[src/rtl/acumulador_multicanal.sv]
// acumulador_multicanal: time-multiplexed, per-channel accumulator of signed
// partial products. Each accepted term is added to its channel's running sum.
// The sample completes on `listo`, or is forced when the term limit is reached,
// and the result is published on f_y with a one-cycle f_y_valid pulse.
// Optional feature macro: ACUMULADOR_SAT_EN (output saturation and `sat` flag).
// Without it, results wrap to WIDTH bits and `sat` is tied low.
module acumulador_multicanal #(
    parameter int WIDTH     = 25,
    parameter int CHANNELS  = 2,
    parameter int GUARD     = 4,
    parameter int MAX_TERMS = 16,
    parameter int CW        = (CHANNELS > 1) ? $clog2(CHANNELS) : 1
) (
    input  logic             clk,
    input  logic             rst,
    input  logic             in_valid,
    input  logic [WIDTH-1:0] in,
    input  logic [CW-1:0]    canal,
    input  logic             listo,
    output logic [WIDTH-1:0] rec,
    output logic [WIDTH-1:0] f_y,
    output logic             f_y_valid,
    output logic [CW-1:0]    f_y_canal,
    output logic             sat,
    output logic             err
);

    localparam int AW  = WIDTH + GUARD;
    localparam int NW  = $clog2(MAX_TERMS + 1);
    localparam int CWP = CW + 1;
    localparam logic [NW-1:0]  CNT_LAST = NW'(MAX_TERMS - 1);
    localparam logic [CWP-1:0] CH_LIM   = CWP'(CHANNELS);

    // The guard bits must cover the worst-case growth of MAX_TERMS full-scale
    // terms, otherwise the internal sum itself could overflow.
    generate
        if (MAX_TERMS > (2 ** GUARD)) begin : g_bad_max_terms
            $error("acumulador_multicanal: MAX_TERMS must not exceed 2**GUARD");
        end
        if (CHANNELS < 1) begin : g_bad_channels
            $error("acumulador_multicanal: CHANNELS must be at least 1");
        end
        if (MAX_TERMS < 1) begin : g_bad_terms_min
            $error("acumulador_multicanal: MAX_TERMS must be at least 1");
        end
    endgenerate

    typedef enum logic {
        ST_EMPTY = 1'b0,
        ST_ACCUM = 1'b1
    } ch_state_e;

    // Per-channel state
    ch_state_e         st_q  [CHANNELS];
    ch_state_e         st_d  [CHANNELS];
    logic [AW-1:0]     acc_q [CHANNELS];
    logic [AW-1:0]     acc_d [CHANNELS];
    logic [NW-1:0]     cnt_q [CHANNELS];
    logic [NW-1:0]     cnt_d [CHANNELS];

    // Output registers
    logic [WIDTH-1:0]  rec_q,       rec_d;
    logic [WIDTH-1:0]  f_y_q,       f_y_d;
    logic              f_y_valid_q, f_y_valid_d;
    logic [CW-1:0]     f_y_canal_q, f_y_canal_d;
    logic              err_q,       err_d;

    // Datapath for the addressed channel
    ch_state_e         sel_st_s;
    logic [AW-1:0]     sel_acc_s;
    logic [NW-1:0]     sel_cnt_s;
    logic [AW-1:0]     acc_base_s;
    logic [AW-1:0]     sum_s;
    logic              ch_ok_s;
    logic              forced_s;
    logic              done_s;
    logic [WIDTH-1:0]  fmt_s;

`ifdef ACUMULADOR_SAT_EN
    logic              sat_q, sat_d;
    logic              clip_s;

    // True when the wide sum does not fit in WIDTH signed bits.
    function automatic logic sum_clips(input logic [AW-1:0] s);
        logic [GUARD:0] top;
        logic           res;
        top = s[AW-1:WIDTH-1];
        if ((&top) || (~|top)) begin
            res = 1'b0;
        end else begin
            res = 1'b1;
        end
        return res;
    endfunction

    // Clamp the wide sum to the WIDTH-bit signed range.
    function automatic logic [WIDTH-1:0] sum_fmt(input logic [AW-1:0] s);
        logic [WIDTH-1:0] res;
        if (!sum_clips(s)) begin
            res = s[WIDTH-1:0];
        end else if (s[AW-1]) begin
            res = {1'b1, {(WIDTH-1){1'b0}}};
        end else begin
            res = {1'b0, {(WIDTH-1){1'b1}}};
        end
        return res;
    endfunction
`endif

    // Pick out the addressed channel, form the new sum and its output format.
    always_comb begin
        sel_st_s  = ST_EMPTY;
        sel_acc_s = {AW{1'b0}};
        sel_cnt_s = {NW{1'b0}};
        for (int c = 0; c < CHANNELS; c++) begin
            if (canal == CW'(c)) begin
                sel_st_s  = st_q[c];
                sel_acc_s = acc_q[c];
                sel_cnt_s = cnt_q[c];
            end else begin
                sel_st_s  = sel_st_s;
            end
        end
        ch_ok_s = ({1'b0, canal} < CH_LIM);
        // An EMPTY channel starts from zero regardless of stored contents.
        if (sel_st_s == ST_ACCUM) begin
            acc_base_s = sel_acc_s;
        end else begin
            acc_base_s = {AW{1'b0}};
        end
        sum_s    = acc_base_s + {{GUARD{in[WIDTH-1]}}, in};
        forced_s = (sel_cnt_s == CNT_LAST);
        done_s   = listo | forced_s;
`ifdef ACUMULADOR_SAT_EN
        fmt_s  = sum_fmt(sum_s);
        clip_s = sum_clips(sum_s);
`else
        fmt_s  = sum_s[WIDTH-1:0];
`endif
    end

    // Next-state for channel state and outputs; only the addressed channel moves.
    always_comb begin
        for (int c = 0; c < CHANNELS; c++) begin
            st_d[c]  = st_q[c];
            acc_d[c] = acc_q[c];
            cnt_d[c] = cnt_q[c];
        end
        rec_d       = rec_q;
        f_y_d       = f_y_q;
        f_y_canal_d = f_y_canal_q;
        f_y_valid_d = 1'b0;
        err_d       = 1'b0;
`ifdef ACUMULADOR_SAT_EN
        sat_d       = sat_q;
`endif
        if (in_valid) begin
            if (ch_ok_s) begin
                rec_d = fmt_s;
                for (int c = 0; c < CHANNELS; c++) begin
                    if (canal == CW'(c)) begin
                        if (done_s) begin
                            st_d[c]  = ST_EMPTY;
                            acc_d[c] = {AW{1'b0}};
                            cnt_d[c] = {NW{1'b0}};
                        end else begin
                            st_d[c]  = ST_ACCUM;
                            acc_d[c] = sum_s;
                            cnt_d[c] = sel_cnt_s + {{(NW-1){1'b0}}, 1'b1};
                        end
                    end else begin
                        st_d[c] = st_d[c];
                    end
                end
                if (done_s) begin
                    f_y_d       = fmt_s;
                    f_y_canal_d = canal;
                    f_y_valid_d = 1'b1;
                    // A limit hit without listo means the sample was cut short.
                    err_d       = forced_s & ~listo;
`ifdef ACUMULADOR_SAT_EN
                    sat_d       = clip_s;
`endif
                end else begin
                    f_y_valid_d = 1'b0;
                end
            end else begin
                // Out-of-range channel: drop the term and flag it.
                err_d = 1'b1;
            end
        end else begin
            err_d = 1'b0;
        end
    end

    // Register channel state and outputs; asynchronous reset clears everything.
    always_ff @(posedge clk or negedge rst) begin
        if (!rst) begin
            for (int c = 0; c < CHANNELS; c++) begin
                st_q[c]  <= ST_EMPTY;
                acc_q[c] <= {AW{1'b0}};
                cnt_q[c] <= {NW{1'b0}};
            end
            rec_q       <= {WIDTH{1'b0}};
            f_y_q       <= {WIDTH{1'b0}};
            f_y_canal_q <= {CW{1'b0}};
            f_y_valid_q <= 1'b0;
            err_q       <= 1'b0;
        end else begin
            for (int c = 0; c < CHANNELS; c++) begin
                st_q[c]  <= st_d[c];
                acc_q[c] <= acc_d[c];
                cnt_q[c] <= cnt_d[c];
            end
            rec_q       <= rec_d;
            f_y_q       <= f_y_d;
            f_y_canal_q <= f_y_canal_d;
            f_y_valid_q <= f_y_valid_d;
            err_q       <= err_d;
        end
    end

`ifdef ACUMULADOR_SAT_EN
    // Saturation flag travels and holds with f_y.
    always_ff @(posedge clk or negedge rst) begin
        if (!rst) begin
            sat_q <= 1'b0;
        end else begin
            sat_q <= sat_d;
        end
    end

    assign sat = sat_q;
`else
    assign sat = 1'b0;
`endif

    assign rec       = rec_q;
    assign f_y       = f_y_q;
    assign f_y_valid = f_y_valid_q;
    assign f_y_canal = f_y_canal_q;
    assign err       = err_q;

endmodule

[config.mk]
export PLATFORM = sky130hd
export DESIGN_NAME = acumulador_multicanal
export DESIGN_NICKNAME = d
export VERILOG_FILES = /design/src/rtl/acumulador_multicanal.sv
export SDC_FILE = /design/constraint.sdc
export NUM_CORES = 1
export LEC_CHECK = 0
export BUFFER_PORTS_ARGS = -buffer_cell sky130_fd_sc_hd__clkbuf_2
export CAP_MARGIN = 20
export CORE_UTILIZATION = 60
export DETAILED_ROUTE_END_ITERATION = 16
export HOLD_SLACK_MARGIN = 0.1
export PLACE_DENSITY = 0.93
export SYNTH_ARGS = -nofsm -noshare
export SYNTH_HDL_FRONTEND = slang
export SYNTH_SLANG_ARGS = --single-unit
[constraint.sdc]
create_clock -name clk -period 5.6 [get_ports clk]
set_clock_uncertainty 0.15 [all_clocks]
set_input_delay 0.84 -clock clk [delete_from_list [all_inputs] [get_ports clk]]
set_output_delay 0.84 -clock clk [all_outputs]
set_load 0.01 [all_outputs]
==> summary.md, run 1 <==
| Metric | Value |
|---|---|
| Outcome | completed |
| Slew margin rel. | 0.269 |
| Final Power | 0.00294 W |
| Avg Cell Area, Syn | 9.74 sq um |
| Hold Fails Final Rpt | 0 |
| Post-synth EDFFs | 0 |
| Port bufs | 82 |
| Syn. warnings | 0 |
| Worst-path clk slew | 60 ps |
| Synth unique cells | 71 |
| Htree depth | 4 |
| Final setup fails | 0 |
| Largest cells by area after synthesis | dfrtp_1 (45%), nand2_1 (5.9%), ha_1 (5.1%) |
| DPL Wire Length | 11700 um |
| Remaining Overflow, GRT | 0 |
| Yosys top cell area share | 0.453 |
| Number of fill cells | 731 |
| Ys flop type | dfrtp_1 |
| Number of global-route vias before repair | 5598 |
| Critical setup path kind | in -> reg |
| Clk sinks | 115 |
| Fmax | 242 MHz |
| Resized cells post-CTS | 0 |
| FF+latch count, synth | 115 |
| GPL Wtd Cong | 0.951 |
| Most frequent cell after synthesis | dfrtp_1 |
| Worst min path class | in -> async |
| Placed cell area | 6830 sq um |
| Postcts setup bufs | 0 |
| Core area | 10300 sq um |
| Wire per inst | 20.0 um |
| Syn_nets | 709 |
| Final net count | 779 |
| MaxCap Viol Count | 0 |
| Setup crit start kind | input port |
| Die width | 105 um |
| Mapped Area | 6350 sq um |
| First-pass GRT wire length | 28400 um |
| Routed wire length | 17400 um |
| Critical Path Sink Type | register |
| Tcrit/Tclk final | 0.737 |
| WP data required | 5810 ps |
| Initial drt markers | 549 |
| Leakage | 3.59 nW |
| Io pins | 84 |
| Post-route cell area | 7450 sq um |
| Worst-margin pin slew | 1090 ps |
| Power per cell area | 395 nW/um^2 |
| Die Ht | 105 um |
| Cell row count | 37 |
| TritonRoute pass-1 iters | 5 |
| Remaining antenna violation count | 0 |
| Initial antenna violation count | 0 |
| Routed vias | 5565 |
| Reg2Reg Capture Point | f_y[17] |
| TNS Setup | 0 ps |
| Post-route minimum period | 4130 ps |
| Area growth from synthesis to layout | 17.3% |
| Post-synth top cells | dfrtp_1 (115), nand2_1 (99), o21ai_0 (55) |
| Slew Viols, Final | 0 |
| VDD IR max | 0.218 mV |
| RSZ-0062 raised after global routing | no |
| Total GRT Usage | 0.335 |
| Drt via density | 6.40 |
| Starting Density | 0.618 |
| Worst reg-to-reg path cell count | 9 |
| Arr. time, crit path | 4340 ps |
| Insertion delay to the later sink of the worst-skew pair | 530 ps |
| Sequential area share after synthesis | 0.453 |
| Largest net degree at the start of global routing | 78 |
| Total CTS buffers | 17 |
| Post-CTS Hold Buffers | 0 |
| Maximum clock path buffer count | 2 |
| FF-to-FF setup slack | 1560 ps |
| Cell taking the most area after synthesis | dfrtp_1 |
| Worst r2r src | st_q[1] |
| Die ar. | 11000 sq um |
| Post-Synthesis Cells | 652 |
| Residual DRC count | 0 |
| Post-synth ARST share | 1.00 |
| CTS tree | built |
| Root buffer cell | clkbuf_8 |
| ANT cells | 0 |
| Critical path fanouts, max | 12 |
| Layout cells sized above 1 | 0.226 |
-- layout by cell type, fill, tap and decap left out, types with 16 or more instances in the layout --
cell	netlist	layout
nor2_1	47	47
clkbuf_16	0	16
o31ai_1	17	17
nand2_1	99	99
clkbuf_2	0	81
mux2_2	22	22
o21ai_0	55	55
mux2i_1	32	31
dfrtp_1	115	115
ha_1	26	26
a21oi_1	31	31
-- cell families (layout without fill, tap and decap cells) --
group | Yosys count | count (layout) | synth area share
simple gates | 209 | 209 | 0.150
compound gates | 179 | 179 | 0.193
flops | 115 | 115 | 0.453
mux | 56 | 56 | 0.0942
buf+inv | 48 | 130 | 0.0317
fa+ha+maj | 27 | 27 | 0.0544
xor+xnor | 17 | 17 | 0.0234
other cells | 1 | 1 | 0.000591
-- worst max-delay path by stage --
stage	start	to	slack (ps)	depth (start not counted)
2_1_floorplan	canal	acc_q[16]	1300	13
4_1_cts	canal	acc_q[43]	1570	11
6_report	canal	f_y[17]	1470	10
5_1_grt	canal	acc_q[43]	1240	11
3_5_place_dp	canal	acc_q[43]	1110	11
3_3_place_gp	canal	acc_q[43]	1210	11
-- stage by stage --
| stage | cells | setup WS, ps | util | hold WS [ps] |
|---|---|---|---|---|
| finish | 870 | 1470 | 0.724 | 321 |
| CTS | 870 | 1570 | 0.724 | 318 |
| floorplan | 652 | 1300 | - | 283 |
| detailed placement | 839 | 1110 | 0.664 | 312 |
| global route | 870 | 1240 | 0.724 | 346 |
| global placement | 839 | 1210 | 0.664 | 298 |
-- sequential cells by signal, indices dropped and copies added (netlist names) --
register	cells
acc_q	50
cnt_q	10
err	1
f_y	25
f_y_canal	1
f_y_valid	1
rec	25
st_q	2
-- where the power goes --
group,switching [W],internal (W)
logic,0.000424,0.000291
registers,0.0000982,0.000997
clock network,0.000408,0.000726
-- worst max-delay path, cell delays in order --
cell and delay (ps):
clkbuf_2 120, mux2i_2 770, buf_4 310, nor2_1 80, ha_1 230, a21oi_1 250
o21ai_0 300, or3_1 410, o311ai_1 810, o21ai_0 210
-- final cells by class --
type	count	area, sq um	area share
repair buffers	90	473	0.0635
clock buffers	17	414	0.0556
multi-input cells	489	3270	0.440
clock inverters	14	203	0.0272
well taps	136	170	0.0229
flip-flops and latches	115	2880	0.386
inverters	9	33.8	0.00454
-- per-layer routing --
layer	vias up	part of all wire	global-route usage
met5	-	0	0
met4	0	0.032	0.175
met3	56	0.079	0.0624
met2	311	0.49	0.551
met1	2703	0.40	0.423
li1	2495	-	-
No activity file was read; power rests on OpenSTA's default activity.
==> run 2: changes to the inputs <==
--- a/config.mk
+++ b/config.mk
@@ -7,10 +7,10 @@
 export LEC_CHECK = 0
 export BUFFER_PORTS_ARGS = -buffer_cell sky130_fd_sc_hd__clkbuf_2
 export CAP_MARGIN = 20
-export CORE_UTILIZATION = 60
+export CORE_UTILIZATION = 58
 export DETAILED_ROUTE_END_ITERATION = 16
 export HOLD_SLACK_MARGIN = 0.1
-export PLACE_DENSITY = 0.93
+export PLACE_DENSITY = 0.91
 export SYNTH_ARGS = -nofsm -noshare
 export SYNTH_HDL_FRONTEND = slang
 export SYNTH_SLANG_ARGS = --single-unit
==> constraint.sdc (replaced) <==
create_clock -name clk -period 4.12 [get_ports clk]
set_clock_uncertainty 0.15 [all_clocks]
set_input_delay 0.618 -clock clk [delete_from_list [all_inputs] [get_ports clk]]
set_output_delay 0.618 -clock clk [all_outputs]
set_load 0.01 [all_outputs]
==> run 2 against run 1 <==
Net effect: die area rose by 3.4%; critical path depth up 1; sequential cell count stayed put.
==> summary.md, run 2 (synthesized netlist as in run 1, its figures left out) <==
| Metric | Value |
|---|---|
| Worst setup path start | canal |
| Dpl cells | 853 (+1.7%) |
| Final net count | 795 (+2.1%) |
| Max stage delay on crit path | 560 ps (-250 ps) |
| Layout cells sized above 1 | 0.242 (+0.0162) |
| ANT cells | 0 (unchanged) |
| Worst-margin pin slew | 773 ps (-320 ps) |
| Core area | 10500 sq um (+1.8%) |
| Logic pwr share | 0.246 (+0.003) |
| Grt met1 use | 0.436 (+0.0134) |
| Initial antenna violation count | 0 (unchanged) |
| Slew Viols, Final | 0 (unchanged) |
| Drt via density | 6.47 (+1.2%) |
| DPL Wire Length | 12000 um (+2.8%) |
| Setup crit start kind | input port |
| MaxCap Viol Count | 0 (unchanged) |
| TritonRoute pass-1 iters | 5 (unchanged) |
| Remaining antenna violation count | 0 (unchanged) |
| Routed wire length | 17900 um (+2.9%) |
| Post-Layout Cell Count | 887 (+2.0%) |
| Outcome | completed |
| Total CTS buffers | 17 (unchanged) |
| Largest register FFs | 50 (unchanged) |
| Leading cell type in the layout, fill and taps excluded | dfrtp_1 |
| Slowest-stage cell, CP | or4_4 |
| Die ar. | 11400 sq um (+3.4%) |
| Maximum clock path buffer count | 2 (unchanged) |
| Top reg by flops | acc_q |
| Area growth from synthesis to layout | 19.7% |
| Power per cell area | 538 nW/um^2 (+36%) |
| Leakage | 3.68 nW (+2.4%) |
| Residual DRC count | 0 (unchanged) |
| Critical path fanouts, max | 10 (-2) |
| Worst min path class | in -> reg |
| Crit-path leading delay family | compound AO/OA/AOI/OAI gates |
| Critical Path Sink Type | register |
| Slew margin rel. | 0.485 (+0.216) |
| Psw | 0.00132 W (+42%) |
| CP bufs+invs | 2 (unchanged) |
| Die width | 107 um (+1.7%) |
| Final setup fails | 0 (unchanged) |
| Beginning of the worst hold path | listo |
| First-pass GRT wire length | 29300 um (+3.3%) |
| RSZ-0062 raised after global routing | no |
| Remaining Overflow, GRT | 0 (unchanged) |
| Postcts setup bufs | 0 (unchanged) |
| Largest net degree at the start of global routing | 87 (+12%) |
| Insertion delay to the later sink of the worst-skew pair | 530 ps (about the same) |
| Commonest cells after routing, fill and taps aside | dfrtp_1 (115), nand2_1 (99), clkbuf_2 (81), o21ai_0 (55), nor2_1 (47) |
| Root buffer cell | clkbuf_8 |
| Total GRT Usage | 0.338 (+0.00328) |
| Fmax | 290 MHz |
| GRT busiest layer | met2 |
| TNS Setup | 0 ps (unchanged) |
| Critical setup path kind | in -> reg |
| GPL Wtd Cong | 0.912 (-4.1%) |
| Int Power | 0.00277 W (+37%) |
| Number of global-route vias before repair | 5693 (+1.7%) |
| VDD IR max | 0.472 mV (+120%) |
| Port bufs | 82 (unchanged) |
| GR Util met3 | 0.0748 (+0.0124) |
| WP data required | 4360 ps (-1450 ps) |
| Sw frac | 0.323 (+0.00735) |
| Clk sinks | 115 (unchanged) |
| Io pins | 84 (unchanged) |
| Initial drt markers | 502 (-8.6%) |
| Final Power | 0.00409 W (+39%) |
| Post-route minimum period | 3450 ps |
| Htree depth | 4 (unchanged) |
| Wire per inst | 20.2 um (+0.95%) |
| Tcrit/Tclk final | 0.838 |
| Cell row count | 37 (unchanged) |
| Worst r2r src | st_q[1] |
| Clock Power Share | 0.390 (+0.005) |
| Starting Density | 0.607 (-0.0109) |
| Met2 usage | 0.542 (-0.00868) |
| Hold Fails Final Rpt | 0 (unchanged) |
| CTS tree | built |
| Arr. time, crit path | 3690 ps (-650 ps) |
| Critical path, cell by cell | clkbuf_2 -> mux2i_2 -> buf_4 -> nor2_1 -> fa_1 -> a21oi_1 -> o211ai_1 -> o211a_1 -> or4_4 -> a211oi_2 -> o31ai_1 |
| Die Ht | 107 um (+1.7%) |
| Sequential share of power | 0.365 (-0.007) |
| Worst-path clk slew | 70 ps (about the same) |
| Routed vias | 5739 (+3.1%) |
[run 2: layout make-up]
type | instances | area [sq um]
clock buffer | 17 | 414
tap | 136 | 170
sequential | 115 | 2880
clock inverter | 15 | 221
multi-input combinational | 489 | 3270
inverter | 9 | 33.8
fill | 694 | 2860
timing repair buffer | 106 | 608
[run 2: path summary, 6_finish.rpt]
kind	endpoint	slack [ps]	cells past startpoint
min in group asynchronous	cnt_q[9]	440	2
max in group asynchronous	f_y[9]	2740	3
setup / recovery	acc_q[18]	670	11
hold reg to reg	cnt_q[2]	330	1
hold / removal	err	190	2
setup reg to reg	acc_q[18]	710	10
[run 2: per-stage QoR]
| stage | hold slack (ps) | instance area (sq um) | worst slack [ps] | util |
|---|---|---|---|---|
| after floorplan | 172 | 6350 | 37.6 | - |
| after global placement | 303 | 6930 | 283 | 0.663 |
| after detailed placement | 306 | 6930 | 268 | 0.663 |
| after CTS | 168 | 7570 | 763 | 0.724 |
| after global routing | 201 | 7600 | 323 | 0.726 |
| final | 189 | 7600 | 667 | 0.726 |
[run 2: what timing repair did]
item / CTS / global route
hold buffers: 0 / 1
endpoints found under the hold margin: 0 / 37
resized for setup: 0 / 0
[run 2: metal layers]
metal / routed length, um / vias up
met3: 1730 / 62
met5: 0 / -
met4: 669 / 0
li1: - / 2535
met1: 6940 / 2789
met2: 8580 / 353
[run 2: power by group through the flow]
stage,Combinational [W],Sequential (W),Clock (W)
floorplan,0.000569,0.00153,0
global placement,0.000932,0.00149,0
detailed placement,0.000970,0.00150,0
CTS,0.000992,0.00149,0.00160
global route,0.00110,0.00151,0.00165
finish,0.00101,0.00149,0.00159
